### src/rtl/MIPS_pkg.sv
// Shared MIPS16 definitions: program loader FSM states and the instruction
// memory pad word.
package MIPS_pkg;

    typedef enum logic [2:0] {
        IDLE,
        LOAD,
        FILL,
        HOLD,
        RUN,
        ERR
    } loader_state_t;

    localparam logic [15:0] NOP_WORD = 16'h0000;

endpackage

### src/rtl/loader_hold_timer.sv
// Loadable down-counter that times how long the core is held in reset after
// the instruction memory has been filled.
module loader_hold_timer #(
    parameter int RST_HOLD = 4
) (
    input  logic clk,
    input  logic rst,
    input  logic load,
    input  logic en,
    output logic expire
);

    localparam int CNT_W = $clog2(RST_HOLD + 1);
    localparam logic [CNT_W-1:0] HOLD_VAL = CNT_W'(RST_HOLD);
    localparam logic [CNT_W-1:0] CNT_ONE  = CNT_W'(1);

    logic [CNT_W-1:0] cnt;

    // Expiry is flagged on the last held cycle so the next state lands on
    // exactly RST_HOLD cycles after the load.
    always_ff @(posedge clk or posedge rst) begin
        if (rst) begin
            cnt <= '0;
        end else if (load) begin
            cnt <= HOLD_VAL;
        end else if (en && (cnt != '0)) begin
            cnt <= cnt - CNT_ONE;
        end
    end

    assign expire = en && (cnt == CNT_ONE);

endmodule

### src/rtl/imem_stream_loader.sv
// Streams a program into MIPS16 instruction memory from address 0, pads the
// remainder with NOPs, then holds the core in reset before releasing it.
module imem_stream_loader
    import MIPS_pkg::*;
#(
    parameter int ADDR_W   = 8,
    parameter int DATA_W   = 16,
    parameter int RST_HOLD = 4
) (
    input  logic              clk,
    input  logic              rst,
    input  logic              start,
    input  logic              s_valid,
    output logic              s_ready,
    input  logic [DATA_W-1:0] s_data,
    input  logic              s_last,
    output logic              imem_we,
    output logic [ADDR_W-1:0] imem_addr,
    output logic [DATA_W-1:0] imem_wdata,
    output logic              core_rst,
    output logic              busy,
    output logic              done,
    output logic              err
);

    localparam logic [ADDR_W-1:0] LAST_ADDR = '1;
    localparam logic [ADDR_W-1:0] ADDR_ONE  = ADDR_W'(1);

    loader_state_t     state, state_next;
    logic [ADDR_W-1:0] addr_q, addr_d;
    logic              xfer, accept_start, hold_load, hold_expire;
    logic              we_d, s_ready_d, core_rst_d, busy_d, done_d, err_d;
    logic [ADDR_W-1:0] waddr_d;
    logic [DATA_W-1:0] wdata_d;

    assign xfer         = s_valid && s_ready;
    assign accept_start = start && ((state == IDLE) || (state == RUN) || (state == ERR));

    loader_hold_timer #(
        .RST_HOLD (RST_HOLD)
    ) u_hold_timer (
        .clk    (clk),
        .rst    (rst),
        .load   (hold_load),
        .en     (state == HOLD),
        .expire (hold_expire)
    );

    // State and all outputs are registered together; outputs are decoded
    // from the next state so they change on the same edge as the state.
    always_ff @(posedge clk or posedge rst) begin
        if (rst) begin
            state      <= IDLE;
            addr_q     <= '0;
            s_ready    <= 1'b0;
            imem_we    <= 1'b0;
            imem_addr  <= '0;
            imem_wdata <= '0;
            core_rst   <= 1'b1;
            busy       <= 1'b0;
            done       <= 1'b0;
            err        <= 1'b0;
        end else begin
            state      <= state_next;
            addr_q     <= addr_d;
            s_ready    <= s_ready_d;
            imem_we    <= we_d;
            imem_addr  <= waddr_d;
            imem_wdata <= wdata_d;
            core_rst   <= core_rst_d;
            busy       <= busy_d;
            done       <= done_d;
            err        <= err_d;
        end
    end

    // A word landing on the top address either completes the image or
    // overflows it; only earlier last words need NOP padding.
    always_comb begin
        state_next = state;
        unique case (state)
            IDLE, RUN, ERR: if (start) state_next = LOAD;
            LOAD: begin
                if (xfer) begin
                    if (addr_q == LAST_ADDR) begin
                        state_next = s_last ? HOLD : ERR;
                    end else if (s_last) begin
                        state_next = FILL;
                    end
                end
            end
            FILL:    if (addr_q == LAST_ADDR) state_next = HOLD;
            HOLD:    if (hold_expire) state_next = RUN;
            default: state_next = IDLE;
        endcase
    end

    always_comb begin
        we_d    = xfer || (state == FILL);
        waddr_d = imem_addr;
        wdata_d = imem_wdata;
        if (we_d) begin
            waddr_d = addr_q;
            wdata_d = xfer ? s_data : DATA_W'(NOP_WORD);
        end

        addr_d = addr_q;
        if (accept_start) begin
            addr_d = '0;
        end else if (we_d) begin
            addr_d = addr_q + ADDR_ONE;
        end

        s_ready_d  = (state_next == LOAD);
        core_rst_d = (state_next != RUN);
        busy_d     = (state_next == LOAD) || (state_next == FILL) || (state_next == HOLD);
        done_d     = (state_next == RUN);
        err_d      = (state_next == ERR);
        hold_load  = (state_next == HOLD) && (state != HOLD);
    end

endmodule

### config.mk
export PLATFORM = sky130hd
export DESIGN_NAME = imem_stream_loader
export DESIGN_NICKNAME = d
export VERILOG_FILES = /design/src/rtl/MIPS_pkg.sv /design/src/rtl/loader_hold_timer.sv /design/src/rtl/imem_stream_loader.sv
export SDC_FILE = /design/constraint.sdc
export NUM_CORES = 1
export LEC_CHECK = 0
export BUFFER_PORTS_ARGS = -buffer_cell sky130_fd_sc_hd__buf_4
export CAP_MARGIN = 5
export CORE_ASPECT_RATIO = 0.8
export CORE_MARGIN = 1.5
export CORE_UTILIZATION = 50
export DETAILED_ROUTE_END_ITERATION = 10
export PLACE_DENSITY = 0.81
export SLEW_MARGIN = 20
export SYNTH_ARGS = -nofsm -noshare
export SYNTH_HDL_FRONTEND = slang
export SYNTH_SLANG_ARGS = --single-unit
### constraint.sdc
create_clock -name clk -period 1.8 [get_ports clk]
set_input_delay 0.54 -clock clk [delete_from_list [all_inputs] [get_ports clk]]
set_output_delay 0.54 -clock clk [all_outputs]
set_load 0.005 [all_outputs]
==> results.toml, run 1 <==
[setup_path]
worstReg2RegStart = "state[2]"
critPathCaptureType = "flip-flop"
crit_slowest_cell = "dfrtp_1"
worstSetupPathType = "flip-flop to flip-flop"
rrSetupSlack_ps = 150
critPathBufInv = 0
crit_start = "state[2]"
r2r-end = "addr_q[7]"
cp.depth = 4
crit_path_end = "addr_q[7]"
cpPeakStageDelay_ps = 490
path_max_fanout = 7
critical_path.cell_chain = "nor3b_4 -> o211ai_2 -> or4_1 -> a21oi_1"
startpoint_type = "flip-flop"
critPathArrivalTime_ps = 1880
required_ps = 2030
critical_path.top_delay_family = "simple AND/OR/NAND/NOR gates"
worst_r2r_path_depth = 4

[timing]
skew_ps = 9.95
rsz0062_at_grt = "no"
tightest_slew_ps = 526
timing.max_slew.rel_slack = 0.649
fmax_mhz = 605
min_period_ps = 1650
setup_violations = 0
fin_ws_ps = 146
final-max-slew-violation-count = 0
finalCritPeriodShare = 0.919
hold_viol_final = 0
finalSetupTns_ps = 0

[global_route]
grt_max_degree = 27
grt_pass1_wl_mm = 6.42
antenna_found_initial = 0
grt-ovfl-total = 0
gr-usage-all-layers = 0.205
grt_pass1_vias = 1427

[cts]
clock-sinks = 44
cts_tree = "built"
numCtsBuffers = 5
cts_buffer_depth = 2
clk_pin_slew_worst_paths_ps = 80
ctsHoldBuffers = 0
cts_resized = 0
clk_latency_ps = 290
cts_setup_buffers = 0
ctsHtreeMaxLevel = 2
cts-root-buf = "clkbuf_8"

[synth]
ys_top_cells_by_count = "43 x dfrtp_1, 16 x a22o_1, 10 x nor2_1, 8 x mux2_2, 8 x nand2_1"
syn_nets = 179
synth_xor_area_frac = 0.0278
synth_fa_ha_area_frac = 0.0265
synth_area_um2 = 1890
muxShareOfSynthArea = 0.0477
synth_cell_types = 41
synth_top_area_frac = 0.570
synth_compound_area_frac = 0.154
dominantRegCellSynth = "dfrtp_1"
yosys.area_share.simple = 0.130
synth_top_family_by_area = "compound AO/OA/AOI/OAI gates"
avgSynthCellArea_um2 = 12.3
async_flop_share = 1.00
synth_top_area_cell = "dfrtp_1"
synth_edf_count = 0
ys_seq_area_frac = 0.584
synth_seq_cells = 44
synth.most_common_cell = "dfrtp_1"
synth_cells = 154
synth.area.top_cells = "dfrtp_1 57%, a22o_1 7.4%, mux2_2 4.8%"
yosys_warnings = 0

[floorplanning]
die_w_um = 71.7
start_util = 0.537
pin_count = 51
fp-row-count = 19
die_h_um = 58.0
coreArea_um2 = 3520
fp.dieArea_um2 = 4160

[route]
vias = 1393
routedWlPerCell_um = 15.0
ant_nets = 0
viasPerCell = 5.44
drt-initial-drc-count = 51
drt-total-wl_mm = 3.83
first_pass_iters = 6
drcViolationCount = 0

[placement]
io_buffers = 50
dp_hpwl_mm = 2.89
gp_congestion = 0.832
dp_slack_ps = 55.4

[power_and_ir_drop]
p_int_mw = 2.51
clkPwrFrac = 0.196
worst_ir_drop_vdd_uv = 814
p_seq_frac = 0.418
power.density_nw_per_um2 = 1500
pwr-share-comb = 0.386
power.switching_mw = 1.20
leakage_nw = 1.24
sw_frac_of_total = 0.323

[cells_and_area]
layout-drive-gt1-share = 0.369
syn_to_final_growth_pct = 31.1
nets = 238
antenna_cells = 0

[flow_run]
cap_violations = 0

[run_status]
status = "finished, final reports clean"

[worst_hold_path]
worstHoldPathType = "input port to asynchronous set/reset pin"
## layout by cell type (no fill, tap or decap), types with 2 or more instances in the layout
cell       netlist  routed
dfrtp_1         43      43
xor2_1           4       4
ha_1             4       4
nand2b_1         2       2
nor2_1          10      10
and2_1           2       2
nand3b_1         2       2
nand3_1          4       4
o2111ai_1        2       2
clkbuf_8         0       5
inv_1            7       7
mux2_2           8       8
a22o_1          16      16
o21ai_0          3       3
nand2_1          8       8
a21oi_1          6       6
clkbuf_1         1       2
nor3_1           3       3
xnor2_1          2       2
nand4b_1         2       2
buf_12           0       2
buf_4            1      56
## state kept, by name (all words and copies together) (netlist names)
name and cells:
state 3, s_ready 1, imem_wdata 16, err 1, imem_we 1, addr_q 8
u_hold_timer.cnt 3, core_rst 1, done 1, busy 1, imem_addr 8
## power groups by stage
stage	Sequential [mW]	Combinational, mW	Clock (mW)
6_report	1.55	1.43	0.726
5_1_grt	1.59	1.57	0.782
4_1_cts	1.55	1.46	0.737
3_5_place_dp	1.56	1.45	0
3_3_place_gp	1.54	1.38	0
2_1_floorplan	1.55	0.807	0
## metal layers
metal / share of wire / up-vias / global-route usage
met4: 0.014 / 0 / 0.0782
met3: 0.045 / 5 / 0.0626
met5: 0 / - / 0
li1: - / 670 / -
met1: 0.44 / 682 / 0.246
met2: 0.50 / 36 / 0.351
## area by class of cell
class                      count  area, µm²
sequential                    44       1100
fill                         254       1040
multi-input combinational     97        728
timing repair buffer          58        460
clock buffer                   7       76.3
tap                           42       52.6
clock inverter                 1       30.0
inverter                       7       26.3
## worst min path at each step
stage               slack [ps]           start              to  cells after the start
floorplan                  490  imem_wdata[10]  imem_wdata[10]                      1
global placement           480   imem_wdata[2]   imem_wdata[2]                      1
detailed placement         480   imem_wdata[2]   imem_wdata[2]                      1
CTS                        290             rst        state[0]                      2
global route               310             rst        state[0]                      2
finish                     280             rst        state[0]                      2
## stage by stage
stage	cells	instance area (µm²)	power, mW	hold slack, ps	util
after floorplan	154	1890	2.36	489	-
after global placement	248	2370	2.92	485	0.674
after detailed placement	248	2370	3.02	483	0.674
after CTS	256	2480	3.75	290	0.704
after global routing	256	2480	3.95	311	0.704
final	256	2480	3.71	279	0.704
## cell families (layout without fill, tap and decap cells)
logic type,Yosys count,after routing
compound gates,37,37
xor+xnor,6,6
fa+ha+maj,4,4
buf+inv,13,73
flops,44,44
mux,8,8
simple gates,42,42
No activity file was read; power rests on OpenSTA's default activity.
==> run 2, diff against run 1 <==
- CORE_MARGIN: 1.5 -> 8
- CORE_UTILIZATION: 50 -> 51
- PLACE_DENSITY: 0.81 -> 0.82
==> results.toml, run 2 (synthesis results as in run 1) <==
[run_status]
status = "finished, final reports clean"

[placement]
gp_congestion = 0.823
placed_area_um2 = 2380
dp_hpwl_mm = 3.25
io_buffers = 50

[cells_and_area]
syn_to_final_growth_pct = 30.0
antenna_cells = 0
nets = 239
layout_common_cells = "57 x buf_4, 43 x dfrtp_1, 16 x a22o_1"
regMostFlops = "imem_wdata"
largest_reg_flops = 16
final_common_cell = "buf_4"
multiInputGateArea_um2 = 728
reg.largest.list = "imem_wdata (16), addr_q (8), imem_addr (8)"
fillers = 263
postLayoutCellArea_um2 = 2450
layout-drive-gt1-share = 0.374
seq_area_um2 = 1100

[power_and_ir_drop]
total_power_mw = 3.59
worst_ir_drop_vdd_uv = 944
leakage_nw = 1.24
power.density_nw_per_um2 = 1460

[floorplanning]
start_util = 0.540
coreArea_um2 = 3490
fp.dieArea_um2 = 5920
fp-row-count = 19
die_w_um = 84.0
die_h_um = 70.4
pin_count = 51

[setup_path]
worstSetupPathType = "flip-flop to flip-flop"
rrSetupSlack_ps = 140
r2r-end = "u_hold_timer.cnt[1]"
path_max_fanout = 5
required_ps = 1960
critPathCaptureType = "flip-flop"
worstReg2RegStart = "addr_q[1]"
critPathArrivalTime_ps = 1820
startpoint_type = "flip-flop"
worst_r2r_path_depth = 5

[timing]
hold_viol_final = 0
rsz0062_at_grt = "no"
setup_violations = 0
min_period_ps = 1660
tightest_slew_ps = 557
fmax_mhz = 602
skew_ps = 5.36
finalSetupTns_ps = 0
timing.max_slew.rel_slack = 0.627
finalCritPeriodShare = 0.922
final-max-slew-violation-count = 0

[route]
drcViolationCount = 0
first_pass_iters = 4
drt-initial-drc-count = 91
routedWlPerCell_um = 16.6
ant_nets = 0
vias = 1429
drt-total-wl_mm = 4.25
viasPerCell = 5.58

[cts]
cts_buffer_depth = 2
numCtsBuffers = 5
clk_latency_ps = 290
cts_setup_buffers = 0
ctsHtreeMaxLevel = 2
clock-sinks = 44
ctsHoldBuffers = 0
cts_resized = 0
cts_tree = "built"
clk_pin_slew_worst_paths_ps = 80
cts-root-buf = "clkbuf_8"

[global_route]
grt_max_degree = 34
antenna_found_initial = 0
grt-ovfl-total = 0
gr-usage-all-layers = 0.148
grt_pass1_vias = 1571
grt_pass1_wl_mm = 7.27

[worst_hold_path]
worstHoldPathType = "input port to asynchronous set/reset pin"

[flow_run]
cap_violations = 0
run 2: changes by cell type in the layout (fill, tap and decap cells not counted), sizes merged:
cell / before / now
bufinv: 1 / 0
clkinv: 0 / 1
buf: 58 / 59
clkbuf: 7 / 6
run 2: how the worst max path moves through the flow:
stage                     startpoint             endpoint  depth (start not counted)
final                      addr_q[1]  u_hold_timer.cnt[1]                          5
after global routing       addr_q[1]  u_hold_timer.cnt[2]                          5
after CTS                  addr_q[1]  u_hold_timer.cnt[1]                          5
after detailed placement     s_valid         imem_addr[4]                          5
after global placement       s_valid         imem_addr[6]                          5
after floorplan              s_valid         imem_addr[0]                          5
run 2: report_power, final:
part / leakage [nW] / switching (mW) / total, mW / internal, mW
Clock: 0.0410 / 0.298 / 0.561 / 0.264
Combinational: 0.627 / 0.670 / 1.47 / 0.801
Sequential: 0.568 / 0.244 / 1.55 / 1.31
run 2: final cells by class:
class                   instances  area share
well taps                      42      0.0214
flip-flops and latches         44       0.449
clock buffers                   6      0.0296
clock inverters                 1     0.00204
repair buffers                 59       0.191
multi-input cells              97       0.297
inverters                       7      0.0107
run 2: through the flow:
step                hold WS (ps)  setup slack, ps  utilization  cells
global placement             485              102        0.680    249
detailed placement           484             56.1        0.680    249
CTS                          286              145        0.702    256
global route                 304             8.32        0.702    256
floorplan                    489             71.6            -    154
finish                       280              140        0.702    256
run 2: routing by layer:
metal,track usage,part of all wire,vias up
met5,0,0,-
met4,0.0459,0.014,0
met3,0.0591,0.067,6
met2,0.242,0.50,41
met1,0.173,0.42,712
li1,-,-,670
run 2: critical path: stages (launching register included):
cell,delay (ps)
dfrtp_1,430
ha_1,210
nand3_1,110
nor4_1,320
a21boi_0,370
a211oi_1,90
==> run 3, diff against run 2 <==
- MAX_ROUTING_LAYER: default -> met4
==> results.toml, run 3 (synthesis results as in run 1) <==
[global_route]
grt_pass1_vias = 1573
antenna_found_initial = 0
gr-usage-all-layers = 0.152
grt_max_degree = 34
grt-ovfl-total = 0
grt_pass1_wl_mm = 7.26

[placement]
place_inst = 249
dp_hpwl_mm = 3.25
io_buffers = 50
gp_congestion = 0.835

[route]
drt-total-wl_mm = 4.26
drt-initial-drc-count = 79
vias = 1438
routedWlPerCell_um = 16.7
viasPerCell = 5.62
ant_nets = 0
drcViolationCount = 0
first_pass_iters = 4

[timing]
final-max-slew-violation-count = 0
rsz0062_at_grt = "no"
finalSetupTns_ps = 0
fmax_mhz = 601
hold_viol_final = 0
setup_violations = 0
skew_ps = 4.96
timing.max_slew.rel_slack = 0.626
tightest_slew_ps = 559
finalCritPeriodShare = 0.924
min_period_ps = 1660

[cells_and_area]
regMostFlops = "imem_wdata"
layout-drive-gt1-share = 0.374
syn_to_final_growth_pct = 30.0
antenna_cells = 0
final_core_utilization = 0.702
reg.largest.list = "imem_wdata (16), addr_q (8), imem_addr (8)"
stdcell_count = 256
largest_reg_flops = 16
final_common_cell = "buf_4"
layout_common_cells = "57 x buf_4, 43 x dfrtp_1, 16 x a22o_1"
nets = 239

[setup_path]
worstSetupPathType = "flip-flop to flip-flop"
critPathArrivalTime_ps = 1820
path_max_fanout = 5
critPathCaptureType = "flip-flop"
required_ps = 1960
startpoint_type = "flip-flop"

[floorplanning]
fp-row-count = 19
pin_count = 51
fp.dieArea_um2 = 5920
start_util = 0.540
die_h_um = 70.4
die_w_um = 84.0
coreArea_um2 = 3490

[cts]
clock-sinks = 44
clk_latency_ps = 280
clk_pin_slew_worst_paths_ps = 70
cts_resized = 0
cts_tree = "built"
ctsHtreeMaxLevel = 2
cts_buffer_depth = 2
cts-root-buf = "clkbuf_8"
cts_setup_buffers = 0
numCtsBuffers = 5
ctsHoldBuffers = 0

[power_and_ir_drop]
leakage_nw = 1.24
total_power_mw = 3.59
power.density_nw_per_um2 = 1460
worst_ir_drop_vdd_uv = 936

[worst_hold_path]
worstHoldPathType = "input port to asynchronous set/reset pin"

[flow_run]
cap_violations = 0

[run_status]
status = "finished, final reports clean"
[run 3: cell counts in the layout (fill, tap and decap cells not counted)]
Identical to the previous run, type by type.
[run 3: through the flow]
| stage | hold WS [ps] | cell area [µm²] | setup WS [ps] |
|---|---|---|---|
| floorplan | 489 | 1890 | 71.6 |
| global placement | 485 | 2380 | 102 |
| detailed placement | 484 | 2380 | 56.1 |
| CTS | 286 | 2450 | 145 |
| global route | 304 | 2450 | 8.47 |
| finish | 284 | 2450 | 136 |
[run 3: final timing paths]
kind / startpoint / endpoint / slack, ps / cells after the start
setup / recovery: addr_q[1] / u_hold_timer.cnt[1] / 140 / 5
hold / removal: rst / u_hold_timer.cnt[2] / 280 / 2
setup reg to reg: addr_q[1] / u_hold_timer.cnt[1] / 140 / 5
hold reg to reg: imem_wdata[8] / imem_wdata[8] / 500 / 1
max in group asynchronous: rst / imem_addr[6] / 980 / 3
min in group clk: s_data[0] / imem_wdata[0] / 470 / 2
[run 3: final cells by class]
cell class | instances | area (µm²)
Sequential cell | 44 | 1100
Tap cell | 42 | 52.6
Fill cell | 263 | 1040
Inverter | 7 | 26.3
Multi-Input combinational cell | 97 | 728
Clock inverter | 1 | 5.00
Timing Repair Buffer | 59 | 468
Clock buffer | 6 | 72.6
[run 3: worst max-delay path, stage by stage, from the launching register on]
cell and delay [ps]:
dfrtp_1 430, ha_1 210, nand3_1 110, nor4_1 320
a21boi_0 370, a211oi_1 90
[run 3: where the power goes]
group | leakage [nW] | switching, mW | internal (mW)
logic | 0.627 | 0.672 | 0.801
registers | 0.568 | 0.244 | 1.31
clock network | 0.0410 | 0.295 | 0.264
[run 3: per-layer routing]
layer / track usage / routed length, µm / vias to the layer above / part of all wire
li1: - / - / 671 / -
met1: 0.178 / 1870 / 710 / 0.44
met2: 0.242 / 2080 / 50 / 0.49
met3: 0.0498 / 252 / 7 / 0.059
met4: 0.0459 / 56 / 0 / 0.013
met5: - / 0 / - / 0
